### src/rtl/sgmii_tx_arbiter.sv
// rtl/sgmii_tx_arbiter.sv - round-robin whole-frame arbiter for the SGMII tx byte stream
//
// Shares one byte-wide transmit path between NUM_REQ frame producers. Frames
// are granted whole and round-robin. A fixed idle gap follows every frame.
// A frame longer than MAX_LEN is cut at MAX_LEN bytes. The remainder of that
// frame is then accepted and discarded, so a stuck requester cannot hold the link.
//
// Ports:
//   clock, reset        system clock, synchronous active-high reset
//   in_valid/in_data/in_last/in_ready
//                       per-requester byte streams (requester i owns in_data[8i+7:8i])
//   tx_valid/tx_data/tx_last/tx_ready
//                       merged byte stream to the SGMII driver
//   grant_id            current or most recent granted requester
//   busy                high whenever not idle
//   trunc_flag          sticky truncation indicator, cleared only by reset
//   frame_count         frames completed on tx (truncated ones included), wraps
module sgmii_tx_arbiter #(
    parameter int NUM_REQ    = 3,
    parameter int MAX_LEN    = 1518,
    parameter int IFG_CYCLES = 12
) (
    input  logic                 clock,
    input  logic                 reset,
    input  logic [NUM_REQ-1:0]   in_valid,
    input  logic [8*NUM_REQ-1:0] in_data,
    input  logic [NUM_REQ-1:0]   in_last,
    output logic [NUM_REQ-1:0]   in_ready,
    output logic                 tx_valid,
    output logic [7:0]           tx_data,
    output logic                 tx_last,
    input  logic                 tx_ready,
    output logic [2:0]           grant_id,
    output logic                 busy,
    output logic                 trunc_flag,
    output logic [15:0]          frame_count
);

    localparam int CW = $clog2(MAX_LEN + 1);
    localparam int GW = (IFG_CYCLES > 0) ? $clog2(IFG_CYCLES + 1) : 1;

    localparam logic [1:0] S_IDLE  = 2'd0;
    localparam logic [1:0] S_PASS  = 2'd1;
    localparam logic [1:0] S_DRAIN = 2'd2;
    localparam logic [1:0] S_GAP   = 2'd3;

    // With no gap configured, a finished frame returns straight to arbitration.
    localparam logic [1:0]    S_END    = (IFG_CYCLES > 0) ? S_GAP : S_IDLE;
    localparam logic [CW-1:0] CNT_LAST = CW'(MAX_LEN - 1);
    localparam logic [GW-1:0] GAP_LAST = GW'((IFG_CYCLES > 0) ? IFG_CYCLES - 1 : 0);

    logic [1:0]    state_q, state_d;
    logic [2:0]    grant_q, grant_d;
    logic [CW-1:0] cnt_q,   cnt_d;
    logic [GW-1:0] gap_q,   gap_d;
    logic          trunc_q, trunc_d;
    logic [15:0]   fc_q,    fc_d;

    logic          g_valid;
    logic          g_last;
    logic [7:0]    g_data;
    logic          g_ready;
    logic          win_found;
    logic [2:0]    win_idx;
    logic          at_max;

    // Granted requester's stream, selected by grant_q.
    always_comb begin
        g_valid = 1'b0;
        g_last  = 1'b0;
        g_data  = 8'h00;
        for (int i = 0; i < NUM_REQ; i++) begin
            if (grant_q == 3'(i)) begin
                g_valid = in_valid[i];
                g_last  = in_last[i];
                g_data  = in_data[8*i +: 8];
            end
        end
    end

    // Round-robin search starting one past the last grant. Offset k = 1 is the
    // highest priority and k = NUM_REQ (the last grantee itself) the lowest.
    always_comb begin
        win_found = 1'b0;
        win_idx   = grant_q;
        for (int k = 1; k <= NUM_REQ; k++) begin
            for (int i = 0; i < NUM_REQ; i++) begin
                if (!win_found && in_valid[i] &&
                    (i == ((int'(grant_q) + k) % NUM_REQ))) begin
                    win_found = 1'b1;
                    win_idx   = 3'(i);
                end
            end
        end
    end

    assign at_max = (cnt_q == CNT_LAST);

    always_comb begin
        state_d  = state_q;
        grant_d  = grant_q;
        cnt_d    = cnt_q;
        gap_d    = gap_q;
        trunc_d  = trunc_q;
        fc_d     = fc_q;
        tx_valid = 1'b0;
        tx_data  = 8'h00;
        tx_last  = 1'b0;
        g_ready  = 1'b0;

        case (state_q)
            S_IDLE: begin
                if (win_found) begin
                    grant_d = win_idx;
                    cnt_d   = '0;
                    state_d = S_PASS;
                end
            end

            S_PASS: begin
                tx_valid = g_valid;
                tx_data  = g_data;
                tx_last  = g_last | at_max;
                g_ready  = tx_ready;
                if (g_valid && tx_ready) begin
                    cnt_d = cnt_q + 1'b1;
                    if (g_last) begin
                        // A real last byte wins even when it lands exactly on MAX_LEN.
                        fc_d    = fc_q + 16'd1;
                        gap_d   = '0;
                        state_d = S_END;
                    end else if (at_max) begin
                        trunc_d = 1'b1;
                        fc_d    = fc_q + 16'd1;
                        state_d = S_DRAIN;
                    end
                end
            end

            S_DRAIN: begin
                // Swallow the rest of an over-long frame without forwarding it.
                g_ready = 1'b1;
                if (g_valid && g_last) begin
                    gap_d   = '0;
                    state_d = S_END;
                end
            end

            default: begin
                if (gap_q == GAP_LAST) begin
                    gap_d   = '0;
                    state_d = S_IDLE;
                end else begin
                    gap_d = gap_q + 1'b1;
                end
            end
        endcase
    end

    always_comb begin
        in_ready = '0;
        for (int i = 0; i < NUM_REQ; i++) begin
            if (grant_q == 3'(i)) begin
                in_ready[i] = g_ready;
            end
        end
    end

    always_ff @(posedge clock) begin
        if (reset) begin
            state_q <= S_IDLE;
            // Parking the grant on the last index makes requester 0 first after reset.
            grant_q <= 3'(NUM_REQ - 1);
            cnt_q   <= '0;
            gap_q   <= '0;
            trunc_q <= 1'b0;
            fc_q    <= 16'd0;
        end else begin
            state_q <= state_d;
            grant_q <= grant_d;
            cnt_q   <= cnt_d;
            gap_q   <= gap_d;
            trunc_q <= trunc_d;
            fc_q    <= fc_d;
        end
    end

    assign grant_id    = grant_q;
    assign busy        = (state_q != S_IDLE);
    assign trunc_flag  = trunc_q;
    assign frame_count = fc_q;

endmodule

### config.mk
export PLATFORM = sky130hd
export DESIGN_NAME = sgmii_tx_arbiter
export DESIGN_NICKNAME = d
export VERILOG_FILES = /design/src/rtl/sgmii_tx_arbiter.sv
export SDC_FILE = /design/constraint.sdc
export NUM_CORES = 1
export LEC_CHECK = 0
export BUFFER_PORTS_ARGS = -buffer_cell sky130_fd_sc_hd__buf_2
export CAP_MARGIN = 10
export CORE_UTILIZATION = 35
export DETAILED_ROUTE_END_ITERATION = 16
export GPL_TIMING_DRIVEN = 0
export PLACE_DENSITY = 0.62
export SYNTH_ARGS = -nofsm -noshare
export SYNTH_HDL_FRONTEND = slang
export SYNTH_SLANG_ARGS = --single-unit
### constraint.sdc
create_clock -name clock -period 3.5 [get_ports clock]
set_clock_uncertainty 0.1 [all_clocks]
set_input_delay 0.175 -clock clock [delete_from_list [all_inputs] [get_ports clock]]
set_output_delay 0.175 -clock clock [all_outputs]
set_load 0.02 [all_outputs]
Word-level counts from Yosys, hierarchy flattened

Index checks and enable logic that the tools add are counted.

Logic and storage cells: 129
Input port bits: 33
Register bits: 37
Output and inout bits: 34

Bitwise logic cells: 3
Reduce and logical (&&, ||, !) cells: 43
Equal/unequal tests: 17
Add/subtract/negate cells: 6
Multiplexer cells: 51
Div/mod/pow operators: 3

Operators with widths:

| kind                    | count |
|---|---|
| $eq A2 B32 Y1 const A   | 3 |
| $eq A3 B32 Y1 const A   | 3 |
| $logic_not A32 Y1       | 3 |
| $mod A32 B3 Y32 const B | 3 |
| $mux W16                | 2 |
| $mux W8                 | 4 |
| $mux W3                 | 9 |
| $mux W11                | 2 |
| $pmux W11 S2            | 1 |
| $mux W1                 | 20 |
| $logic_and A1 B1 Y1     | 19 |
| $add A16 B1 Y16 const B | 1 |
| $mux W4                 | 4 |
| $mux W2                 | 6 |
| $pmux W4 S3             | 1 |
| $add A11 B1 Y11 const B | 1 |
| $eq A11 B11 Y1 const B  | 1 |
| $reduce_and A3 Y1       | 3 |
| $reduce_bool A9 Y1      | 1 |
| $add A3 B2 Y4 const B   | 2 |
| $logic_not A1 Y1        | 8 |
| $ne A2 B2 Y1 const B    | 4 |
| $reduce_and A4 Y1       | 2 |
| $pmux W2 S3             | 1 |
| 16 further kinds        | 19 |

Logic depth before layout (Yosys ltp)

Gate-level depths: netlist of the first run.

Word-level depth: 39
Mapped depth: 10

Worst setup path after synthesis of the first run

No wires, ideal clock.

Path kind: register -> register
Start: register grant_q[0], in the netlist grant_id[0]
End: register cnt_q[4]
Setup slack: 1.050 ns
Clock period less this slack: 2.450 ns
Arrival time: 2.264 ns
Cell stages (with the launch flop): 9
Path buffers: 1
Data required time: 3.314 ns
Cells stage by stage: dfxtp_1 > inv_1 > ha_1 > or3b_2 > a21o_1 > o211ai_1 > clkbuf_1 > a21oi_1 > a211oi_1

Longest elaborated chain between the ends: 39
Elaborated cells on any way between the ends: 59
Those cells by class: 3 x add/sub; 3 x div; 10 x eq/ne; 12 x mux; 31 x reduce/logical

Ends and longest elaborated chain:

| item                              | RTL line | RTL |
|---|---|---|
| start, declared                   | 53       | `logic [2:0] grant_q, grant_d;` |
| start signal, assigned            | 173      | `grant_q <= 3'(NUM_REQ - 1);` |
| start signal, assigned            | 180      | `grant_q <= grant_d;` |
| $add A3 B1 Y4                     | 89       | `(i == ((int'(grant_q) + k) % NUM_REQ))) begin` |
| $mod A32 B3 Y32                   | 89       |  |
| $logic_not A32 Y1                 | 89       |  |
| $logic_and A1 B1 Y1               | 88       | `if (!win_found && in_valid[i] &&` |
| $mux W1                           | 88       |  |
| $logic_not A1 Y1                  | 88       |  |
| $logic_and A1 B1 Y1 (2 in series) | 88       |  |
| $mux W1                           | 88       |  |
| (+20 left out)                    | --       |  |
| $logic_not A1 Y1                  | 88       |  |
| $logic_and A1 B1 Y1 (2 in series) | 88       |  |
| $mux W1                           | 88       |  |
| $logic_not A1 Y1                  | 88       |  |
| $logic_and A1 B1 Y1 (2 in series) | 88       |  |
| $mux W1                           | 88       |  |
| $ne A2 B2 Y1 (no line)            | --       |  |
| $reduce_and A3 Y1 (no line) *     | --       |  |
| end signal, assigned              | 181      | `cnt_q <= cnt_d;` |
| end, declared                     | 54       | `logic [CW-1:0] cnt_q, cnt_d;` |

Mark *: on every way between the ends. The rest lies on a longest branch, timed or not.
A chain may end at the register's enable or synchronous reset.

Worst setup path after layout of the first run

Ends and elaborated chain as after synthesis.

==> results.sh, run 1 <==
export IMPL_fp_coreArea_um2=6760
export IMPL_clock_sinks=36
export IMPL_port_buffers=65
export IMPL_end_kind="flip-flop"
export IMPL_grt_max_degree=12
export IMPL_cellLeakagePower_uw=0.00118
export IMPL_post_cts_repair_setup_buffers=0
export IMPL_viasPerCell=5.44
export IMPL_dp_cells=453
export IMPL_yosysUniqueCellTypes=57
export IMPL_gp_congestion=0.829
export IMPL_arrival_ns=2.76
export IMPL_crit_buf_inv=2
export IMPL_grt_overflow=0
export IMPL_fin_cells=461
export IMPL_io_pins=67
export IMPL_slowest_delay_ns=0.47
export IMPL_drc_errors=0
export IMPL_cts_tree="yes"
export IMPL_cts_hold_buf=0
export IMPL_cp_max_fo=10
export IMPL_yosysSeqAreaShare=0.296
export IMPL_final_nets=426
export IMPL_antenna_found_initial=0
export IMPL_min_to="frame_count[15]$_SDFFE_PP0P_"
export IMPL_regToRegSetupSlack_ns=0.85
export IMPL_avgSynthCellArea_um2=7.91
export IMPL_wire_per_inst_um=13.9
export IMPL_wirelength_mm=6.41
export IMPL_worstSkewPairLatency_ns=0.29
export IMPL_final_setup_viol_count=0
export IMPL_worst_pin_slew_ns=0.570
export IMPL_r2r_end="cnt_q[4]$_SDFFE_PP0P_"
export IMPL_clkSlewWorstSetupHoldPaths_ns=0.08
export IMPL_min_delay_start="reset"
export IMPL_ff2ff_path_depth=8
export IMPL_ys_ff_latch=36
export IMPL_rsz0062_at_grt="false"
export IMPL_cp_top_family="compound AO/OA/AOI/OAI gates"
export IMPL_drive_gt1_frac=0.226
export IMPL_timing_hold_ws_ns=0.126
export IMPL_start_util=0.360
export IMPL_total_power_uw=1660
export IMPL_slew_violations=0
export IMPL_die_x_um=85.4
export IMPL_cts_buffers=5
export IMPL_min_period_ns=2.65
export IMPL_rows=30
export IMPL_post_route_period_util=0.756
export IMPL_grt_usage=0.179
export IMPL_critPathRequiredTime_ns=3.61
export IMPL_grt_pass1_wl_mm=10.6
export IMPL_cts_root_buffer="clkbuf_8"
export IMPL_syn_to_final_growth_pct=21.3
export IMPL_peakVddDrop_v=0.000276
export IMPL_fmax_mhz=378
export IMPL_dp_hpwl_mm=4.88
export IMPL_synth_edf_count=0
export IMPL_die_height_um=85.4
export IMPL_firstDrtPassIters=4
export IMPL_synthArstFlopShare=0
export IMPL_register_area_um2=721
export IMPL_syn_inst=308
export IMPL_synth_ff_type="dfxtp_1"
export IMPL_fillers=683
export IMPL_r2r_start="grant_id[0]$_SDFFE_PP0P_"
export IMPL_cts_path_max_buffers=2
export IMPL_cts_resized=0
export IMPL_crit_slowest_cell="or3b_2"
export IMPL_first_iter_violations=90
export IMPL_setup_tns_ns=0
export IMPL_netlist_area_um2=2430
export IMPL_yosys_warnings=0
export IMPL_htree_levels=2
export IMPL_min_path_cells=3
export IMPL_grt_pass1_vias=2288
export IMPL_vias=2507
export IMPL_n_antenna_cell=0
export IMPL_crit_path_cell_trace="inv_1, ha_1, or3b_2, a21o_1, o211ai_1, clkbuf_1, a21oi_1, a211oi_1"
export IMPL_power_density_nw_per_um2=562
export IMPL_hold_path_class="primary input to flip-flop"
export IMPL_drv_cap=0
export IMPL_multi_input_area_um2=1570
export IMPL_status="finished clean"
export IMPL_worstSetupPathType="flip-flop to flip-flop"
export IMPL_synth_nets=354
export IMPL_drtAntennaViolNets=0
export IMPL_critPathLaunchType="flip-flop"
export IMPL_hold_viol=0
export IMPL_die_area_um2=7290
export IMPL_slew_headroom=0.620
[worst register-to-register path: cells and delay by family, from the launching register on]
kind,cells,cell delay [ns]
AND/OR/NAND/NOR,1,0.47
adder cells (fa/ha/maj),1,0.31
AO/OA/AOI/OAI,4,0.77
buffers and inverters,2,0.51
flip-flops,1,0.41
[registers in the layout (all words and copies together) (netlist names)]
signal       cells
cnt_q           11
gap_q            4
frame_count     16
state_q          2
grant_id         2
trunc_flag       1
[cell usage after synthesis (all sizes together) (8+ instances only)]
master / count / area share
a21oi: 31 / 0.065
buf: 8 / 0.018
clkbuf: 10 / 0.015
dfxtp: 36 / 0.30
ha: 13 / 0.067
inv: 15 / 0.023
nand2: 29 / 0.045
nand3: 14 / 0.029
nor2: 28 / 0.043
o21ai: 10 / 0.021
o31ai: 12 / 0.037
or3: 8 / 0.021
or4: 12 / 0.037
[cells by family after synthesis]
| logic type | synth area share |
|---|---|
| buffers and inverters | 0.0586 |
| other | 0.00154 |
| and+or+nand+nor | 0.289 |
| xor gates and xnor gates | 0.0108 |
| AOI/OAI and AO/OA | 0.253 |
| muxes | 0.0247 |
| adders and majority gates | 0.0668 |
| DFF | 0.296 |
[worst max path at each step]
stage               slack [ns]                     to  cells after the start                      from
CTS                       0.84  cnt_q[4]$_SDFFE_PP0P_                      8  grant_id[0]$_SDFFE_PP0P_
detailed placement        0.85  cnt_q[4]$_SDFFE_PP0P_                      8  grant_id[0]$_SDFFE_PP0P_
floorplan                 1.05  cnt_q[4]$_SDFFE_PP0P_                      8  grant_id[0]$_SDFFE_PP0P_
global placement          0.88  cnt_q[4]$_SDFFE_PP0P_                      8  grant_id[0]$_SDFFE_PP0P_
finish                    0.85  cnt_q[4]$_SDFFE_PP0P_                      8  grant_id[0]$_SDFFE_PP0P_
global route              0.64  cnt_q[4]$_SDFFE_PP0P_                      8  grant_id[1]$_SDFFE_PP1P_
[placed cells by master, fill, tap and decap left out, types with 4 or more instances in the layout]
cell / instances
a22oi_1: 7
o31ai_1: 12
a21oi_1: 30
or3_1: 8
buf_2: 68
mux2i_1: 6
o21ai_0: 9
nand2_1: 29
clkbuf_8: 6
nor2b_1: 7
clkbuf_1: 11
inv_1: 15
nand3_1: 14
a31oi_1: 6
nand3b_1: 4
nor3_1: 5
dfxtp_1: 36
nand4_1: 4
or4_1: 12
ha_1: 13
and2_1: 6
nor2_1: 28
[through the flow]
step           setup WS [ns]  utilization  instance area, um^2
6_report               0.852        0.437                 2950
5_1_grt                0.637        0.437                 2950
4_1_cts                0.836        0.437                 2950
3_5_place_dp           0.852        0.423                 2860
3_3_place_gp           0.878        0.423                 2860
2_1_floorplan           1.05            -                 2430
[layout make-up]
type	count	share of cell area
Clock buffer	7	0.0292
Tap cell	80	0.0339
Multi-Input combinational cell	238	0.532
Inverter	16	0.0203
Buffer	18	0.0280
Sequential cell	36	0.244
Timing Repair Buffer	65	0.110
Clock inverter	1	0.00254
[power breakdown]
part           internal (uW)  switching [uW]  leakage, uW  total (uW)
Clock                    160             152    0.0000445         312
Sequential               439            30.8     0.000291         470
Combinational            315             565     0.000841         880
[layer usage]
layer / wire, um / share of wire / global-route usage
met1: 3090 / 0.48 / 0.230
met3: 405 / 0.063 / 0.0409
met4: 45 / 0.0070 / 0.0515
met5: 0 / 0 / 0
met2: 2880 / 0.45 / 0.299
Power figures use the tool's default switching activity.
==> run 2, diff against run 1 <==
- PLACE_DENSITY: 0.62 -> 0.64
- clock period: 3.5 -> 2.35 ns (I/O delays scaled with it)
==> run 2 against run 1 <==
Effect of this change: cell count is 3.3% higher; critical path depth stayed put; via count is 3.1% higher; critical path type unchanged; global-route usage is 0.77 points lower; largest power group unchanged.
==> results.sh, run 2 (same netlist as run 1, synthesis figures left out) <==
export IMPL_fp_coreArea_um2=6760
export IMPL_grt_overflow=0
export IMPL_syn_to_final_growth_pct=31.6
export IMPL_wirelength_mm=6.40
export IMPL_cts_buffers=5
export IMPL_final_cell_mix="buf_2 (66), dfxtp_1 (34), nand2_1 (29)"
export IMPL_cts_path_max_buffers=2
export IMPL_rows=30
export IMPL_critPathLaunchType="flip-flop"
export IMPL_viasPerCell=5.43
export IMPL_drive_gt1_frac=0.303
export IMPL_status="finished clean"
export IMPL_htree_levels=2
export IMPL_peakVddDrop_v=0.000358
export IMPL_die_x_um=85.4
export IMPL_firstDrtPassIters=5
export IMPL_final_nets=441
export IMPL_die_area_um2=7290
export IMPL_crit_path_cell_trace="buf_4, ha_4, nor2b_4, a211oi_4, o2111ai_4, buf_6, or4_4, a21oi_2"
export IMPL_fmax_mhz=430
export IMPL_rsz0062_at_grt="true"
export IMPL_final_util=0.474
export IMPL_dp_hpwl_mm=4.64
export IMPL_port_buffers=65
export IMPL_slowest_delay_ns=0.51
export IMPL_cp_top_family="compound AO/OA/AOI/OAI gates"
export IMPL_antenna_found_initial=0
export IMPL_hold_viol=0
export IMPL_first_iter_violations=58
export IMPL_clkSlewWorstSetupHoldPaths_ns=0.07
export IMPL_total_power_uw=2840
export IMPL_min_period_ns=2.33
export IMPL_crit_slowest_cell="or4_4"
export IMPL_cts_root_buffer="clkbuf_8"
export IMPL_die_height_um=85.4
export IMPL_io_pins=67
export IMPL_cts_tree="yes"
export IMPL_wire_per_inst_um=13.4
export IMPL_clock_sinks=36
export IMPL_crit_buf_inv=2
export IMPL_worst_pin_slew_ns=0.543
export IMPL_post_route_period_util=0.991
export IMPL_grt_pass1_vias=2204
export IMPL_grt_pass1_wl_mm=10.2
export IMPL_worstSetupPathType="flip-flop to flip-flop"
export IMPL_slew_headroom=0.638
export IMPL_cts_hold_buf=0
export IMPL_largest_reg_flops=16
export IMPL_cellLeakagePower_uw=0.00128
export IMPL_final_common_cell="buf_2"
export IMPL_start_util=0.360
export IMPL_slew_violations=0
export IMPL_end_kind="flip-flop"
export IMPL_grt_max_degree=11
export IMPL_n_antenna_cell=0
export IMPL_hold_path_class="primary input to flip-flop"
export IMPL_arrival_ns=2.45
export IMPL_drc_errors=0
export IMPL_worstSkewPairLatency_ns=0.28
export IMPL_vias=2585
export IMPL_gp_congestion=0.817
export IMPL_power_density_nw_per_um2=885
export IMPL_final_setup_viol_count=0
export IMPL_cp_max_fo=5
export IMPL_drv_cap=0
export IMPL_drtAntennaViolNets=0
export IMPL_grt_usage=0.171
export IMPL_critPathRequiredTime_ns=2.47
-- run 2: changes by cell type in the layout (fill, tap and decap cells not counted), moves of 3 or more --
| cell | change |
|---|---|
| buf_4 | +14 |
| clkbuf_1 | -3 |
| buf_6 | +3 |
| ha_1 | -3 |
| ha_4 | +3 |
| clkbuf_4 | +3 |
-- run 2: metrics by stage --
step | hold WS (ns) | TNS, ns | cells | instance area (um^2) | setup WS [ns]
6_report | 0.0658 | 0 | 476 | 3200 | 0.0218
5_1_grt | 0.0821 | -0.324 | 476 | 3200 | -0.0626
4_1_cts | 0.0612 | 0 | 467 | 3070 | 0.00932
3_5_place_dp | 0.364 | -2.06 | 453 | 2860 | -0.150
3_3_place_gp | 0.365 | -1.74 | 453 | 2860 | -0.121
2_1_floorplan | 0.192 | 0 | 308 | 2440 | 0.0415
-- run 2: area by class of cell --
cell class                      count  area, um^2
Timing Repair Buffer               81         449
Buffer                             17         109
Sequential cell                    36         728
Tap cell                           80         100
Fill cell                         669        3550
Multi-Input combinational cell    238        1660
Inverter                           16        65.1
Clock buffer                        8        90.1
-- run 2: worst paths after layout --
| path | from | endpoint | slack, ns | depth (start not counted) |
|---|---|---|---|---|
| setup reg to reg | grant_id[1]$_SDFFE_PP1P_ | frame_count[12]$_SDFFE_PP0P_ | 0.02 | 8 |
| hold / removal | reset | frame_count[15]$_SDFFE_PP0P_ | 0.07 | 3 |
| setup / recovery | grant_id[1]$_SDFFE_PP1P_ | frame_count[12]$_SDFFE_PP0P_ | 0.02 | 8 |
| hold reg to reg | gap_q[1]$_SDFFE_PP0P_ | gap_q[1]$_SDFFE_PP0P_ | 0.38 | 2 |
-- run 2: where the power goes --
| group | internal, uW | total, uW | leakage [uW] | switching [uW] |
|---|---|---|---|---|
| clock network | 239 | 456 | 0.0000455 | 217 |
| registers | 660 | 710 | 0.000292 | 49.6 |
| logic | 737 | 1670 | 0.000944 | 932 |
| total | 1640 | 2840 | 0.00128 | 1200 |
-- run 2: timing repair --
item	CTS	global route
endpoints found under the setup margin	26	24
setup buffers	5	9
pin swaps	5	13
gates resized for setup	21	16
cloned	2	0
-- run 2: tightest hold or removal path, cell delays in order --
cell     delay, ns
buf_2         0.12
or2_2         0.11
o41ai_1       0.05
-- run 2: layer usage --
layer  share of wire  wire [um]  up-vias  GRT usage
li1                -          -     1307          -
met1            0.48       3070     1192      0.213
met2            0.45       2900       77      0.289
met3           0.055        355        9     0.0438
met4           0.012         76        0     0.0530
met5               0          0        -          0
